### config.mk
export PLATFORM = sky130hd
export DESIGN_NAME = disp_traceback
export DESIGN_NICKNAME = d
export VERILOG_FILES = /design/src/rtl/disp_traceback.sv
export SDC_FILE = /design/constraint.sdc
export NUM_CORES = 1
export LEC_CHECK = 0
export BUFFER_PORTS_ARGS = -buffer_cell sky130_fd_sc_hd__buf_2
export CAP_MARGIN = 10
export CORE_MARGIN = 5
export CORE_UTILIZATION = 52
export CTS_CLUSTER_DIAMETER = 80
export DETAILED_ROUTE_END_ITERATION = 8
export GPL_TIMING_DRIVEN = 0
export PLACE_DENSITY_LB_ADDON = 0.12
export SYNTH_ARGS = -nofsm -noshare
export SYNTH_HDL_FRONTEND = slang
export SYNTH_SLANG_ARGS = --single-unit
export TNS_END_PERCENT = 30
### constraint.sdc
create_clock -name clk -period 2.1 [get_ports clk]
set_input_delay 0.21 -clock clk [delete_from_list [all_inputs] [get_ports clk]]
set_output_delay 0.21 -clock clk [all_outputs]
set_load 0.1 [all_outputs]
### src/rtl/disp_traceback.sv
// Traceback engine for the 8-state x 128-step survivor-decision memory.
// Walks backwards from a given step/state, emitting one decoded bit every two clocks.
module disp_traceback #(
  parameter int TB_LEN = 32
) (
  input  logic       clk,
  input  logic       rst,
  input  logic       start,
  input  logic [6:0] start_step,
  input  logic [2:0] start_state,
  output logic [9:0] mem_addr,
  input  logic       mem_d,
  output logic       bit_o,
  output logic       bit_valid,
  output logic       done,
  output logic       busy
);

  // state | meaning
  // IDLE  | waiting for start
  // ADDR  | memory is capturing mem_addr
  // DATA  | mem_d valid, predecessor state formed and bit emitted
  typedef enum logic [1:0] {IDLE, ADDR, DATA} state_t;

  state_t     state, state_nxt;
  logic [6:0] cur_step, cur_step_nxt;
  logic [2:0] cur_state, cur_state_nxt;
  logic [7:0] cnt, cnt_nxt;
  logic [9:0] mem_addr_nxt;
  logic       bit_nxt, bit_valid_nxt, done_nxt, busy_nxt;
  logic       accept, last;
  logic [6:0] prev_step;
  logic [2:0] prev_state;

  // done is still high in the first IDLE cycle, so a start there is dropped
  assign accept     = (state == IDLE) && start && !done;
  assign last       = (cnt == 8'(TB_LEN - 1));
  assign prev_step  = cur_step - 7'd1;
  assign prev_state = {cur_state[1:0], mem_d};

  always_ff @(posedge clk or posedge rst) begin
    if (rst) state <= IDLE;
    else     state <= state_nxt;
  end

  always_comb begin
    state_nxt = state;
    case (state)
      IDLE:    if (accept) state_nxt = ADDR;
      ADDR:    state_nxt = DATA;
      DATA:    state_nxt = last ? IDLE : ADDR;
      default: state_nxt = IDLE;
    endcase
  end

  always_comb begin
    cur_step_nxt  = cur_step;
    cur_state_nxt = cur_state;
    cnt_nxt       = cnt;
    mem_addr_nxt  = mem_addr;
    bit_nxt       = bit_o;
    bit_valid_nxt = 1'b0;
    done_nxt      = 1'b0;
    busy_nxt      = busy;
    case (state)
      IDLE: begin
        if (accept) begin
          cur_step_nxt  = start_step;
          cur_state_nxt = start_state;
          cnt_nxt       = 8'd0;
          mem_addr_nxt  = {start_step, start_state};
          busy_nxt      = 1'b1;
        end
      end
      DATA: begin
        bit_nxt       = cur_state[2];
        bit_valid_nxt = 1'b1;
        cur_state_nxt = prev_state;
        cur_step_nxt  = prev_step;
        mem_addr_nxt  = {prev_step, prev_state};
        cnt_nxt       = cnt + 8'd1;
        if (last) begin
          done_nxt = 1'b1;
          busy_nxt = 1'b0;
        end
      end
      default: ;
    endcase
  end

  always_ff @(posedge clk or posedge rst) begin
    if (rst) begin
      cur_step  <= '0;
      cur_state <= '0;
      cnt       <= '0;
      mem_addr  <= '0;
      bit_o     <= 1'b0;
      bit_valid <= 1'b0;
      done      <= 1'b0;
      busy      <= 1'b0;
    end else begin
      cur_step  <= cur_step_nxt;
      cur_state <= cur_state_nxt;
      cnt       <= cnt_nxt;
      mem_addr  <= mem_addr_nxt;
      bit_o     <= bit_nxt;
      bit_valid <= bit_valid_nxt;
      done      <= done_nxt;
      busy      <= busy_nxt;
    end
  end

endmodule
==> metrics.yaml <==
holdCritPathClass: "in2async"
grt.total_usage_pct: 17.0
worstPathCellList: "inv_1 -> ha_1 -> or4b_1 -> or4_1 -> nand4_1"
antenna_left: 0
yosys.area.top_type_share_pct: 51.0
avgSynthCellArea_um2: 10.1
finalSetupTns_ns: 0
drive_gt1_share_pct: 27.9
cts_num_sinks: 24
gp_congestion: 0.796
yosys_warnings: 0
die_h_um: 57.6
setup_violations: 0
rows: 17
cpMaxStageDelayCell: "or4b_1"
drt_iter0_drc: 27
dpl.hpwl_um: 1880
design_area_mm2: 0.00140
criticalPathCategory: "reg2reg"
fp.dieW_um: 57.6
syn_area_mm2: 0.00118
grt_util_met3_pct: 2.49
num_vias: 969
tightest_slew_ns: 0.903
die_area_mm2: 0.00332
grt_pass1_vias: 989
critical_path_required_ns: 2.36
grt_pass1_wl_um: 4430
layout_min_cycle_time_ns: 1.76
nFillCells: 185
yosys_most_used_dff: "dfrtp_1"
finClkSkew_ns: 0.0123
status: "finished, final reports clean"
cts-root-buf: "clkbuf_4"
rsz0062_at_grt: "false"
clk_latency_ns: 0.31
path_max_fanout: 4
critPathTopFamily: "simple AND/OR/NAND/NOR gates"
hold_viol: 0
cp-end-kind: "flop"
io_pins: 28
crit_path_start_kind: "flop"
vias_per_cell: 5.54
cts_resized: 0
yosys.cell_types.count: 34
ys_ff_latch: 24
clock.fmax_mhz: 569
drv_slew: 0
fin_crit_sh_pct: 83.7
core_mm2: 0.00219
cts_setup_buffers: 0
antenna_found_initial: 0
async_flop_share_pct: 100
use_met2_pct: 28.5
drc: 0
num-nets-final: 164
clk_pin_slew_ns: 0.14
synth.net_count: 132
cts_made_buffers: 3
slowest_delay_ns: 0.47
grt.overflow.total: 0
synth_edf_count: 0
cp.buffers_inverters: 1
grt-busiest-layer: "met2"
grt_start_max_net_pins: 25
cts_tree: "built"
yosys.area.top_type: "dfrtp_1"
htreeDepth: 1
start_util_pct: 53.7
drtPass1Iterations: 4
synth_area_leaders: "dfrtp_1, mux2i_1, nand2_1, nand3_1, ha_1"
arrival_ns: 2.02
met1_usage_pct: 21.4
port_buffers: 27
clock_path_buffers: 2
hold_buffers: 0
antennaDiodeCount: 0
postPlaceCellArea_mm2: 0.00135
yosysSeqAreaShare_pct: 51.0
synthCells: 116
slew_headroom_pct: 39.7
wl_per_cell_um: 14.5
place_inst: 171
fin_cells: 175
routed_wl_um: 2540
drv_cap: 0
area_growth_syn_to_layout_pct: 19.0
worst paths after layout:
| path | start | end | slack (ns) | cells after the start |
|---|---|---|---|---|
| worst max-delay path | mem_addr[3] | cur_step[6] | 0.34 | 5 |
| worst min-delay path | rst | cnt[1] | 0.06 | 2 |
| worst max register to register | mem_addr[3] | cur_step[6] | 0.34 | 5 |
| worst min register to register | cnt[7] | cnt[7] | 0.49 | 1 |
| max in group asynchronous | rst | mem_addr[3] | 1.43 | 2 |
| min in group clk | start_state[1] | mem_addr[1] | 0.10 | 3 |
per-layer routing:
metal  share of wire (%)  up-vias
met3                 4.6        4
met5                   0        -
met2                  50       17
li1                    -      479
met4                 1.4        0
met1                  43      469
sequential cells by signal (all words and copies together), names as in the netlist:
register,flops
bit_o,1
done,1
mem_addr,9
cnt,8
state,2
cur_step,1
bit_valid,1
busy,1
area by class of cell:
type                    instances  area [um^2]  share of cell area [%]
flip-flops and latches         24          602                    42.9
multi-input cells              82          537                    38.3
repair buffers                 27          135                    9.64
well taps                      28         35.0                    2.50
clock inverters                 1         30.0                    2.14
clock buffers                   3         22.5                    1.61
plain buffers                   5         21.3                    1.52
inverters                       5         18.8                    1.34
metrics by stage:
step	setup WS [ns]	hold slack [ns]	utilization, %
6_report	0.343	0.0584	64.0
2_1_floorplan	0.0523	0.225	-
3_5_place_dp	0.374	0.429	61.6
5_1_grt	0.238	0.0882	64.0
3_3_place_gp	0.386	0.426	61.6
4_1_cts	0.338	0.0804	64.0
cell usage after synthesis, types with 3 or more instances:
cell type,count
o211ai_1,3
inv_1,4
nand3_1,7
dfrtp_1,24
nor2_1,3
a22oi_1,3
mux2i_1,8
and3_1,3
nand4_1,4
nand2_1,19
a21oi_1,3
worst reg2reg max path: stages, from the launching register on:
cell and delay, ns:
dfrtp_2 0.44, inv_1 0.09, ha_1 0.19, or4b_1 0.47, or4_1 0.41, nand4_1 0.10
placed cells by master (no fill, tap or decap), types with 3 or more instances in the layout:
cell type and count:
and3_1 3, a22oi_1 3, nor2_1 3, a21oi_1 3
buf_2 29, dfrtp_1 23, nand2_1 19, nand4_1 4
inv_1 4, nand3_1 7, mux2i_1 8, o211ai_1 3
clkbuf_4 3
cells by family (layout without fill, tap and decap cells):
logic type               count (synthesis)  in the layout  share of synthesized area, %
AO/OA/AOI/OAI                           16             16                          9.35
adder cells (fa/ha/maj)                  2              2                          2.13
buffers and inverters                   10             41                          3.40
flip-flops                              24             24                          51.0
multiplexers                            10             10                          8.71
AND/OR/NAND/NOR                         54             54                          25.4
Power is left out: the tool's default activity adds up to more than one toggle a clock period on the data nets, which glitch-free logic cannot reach.
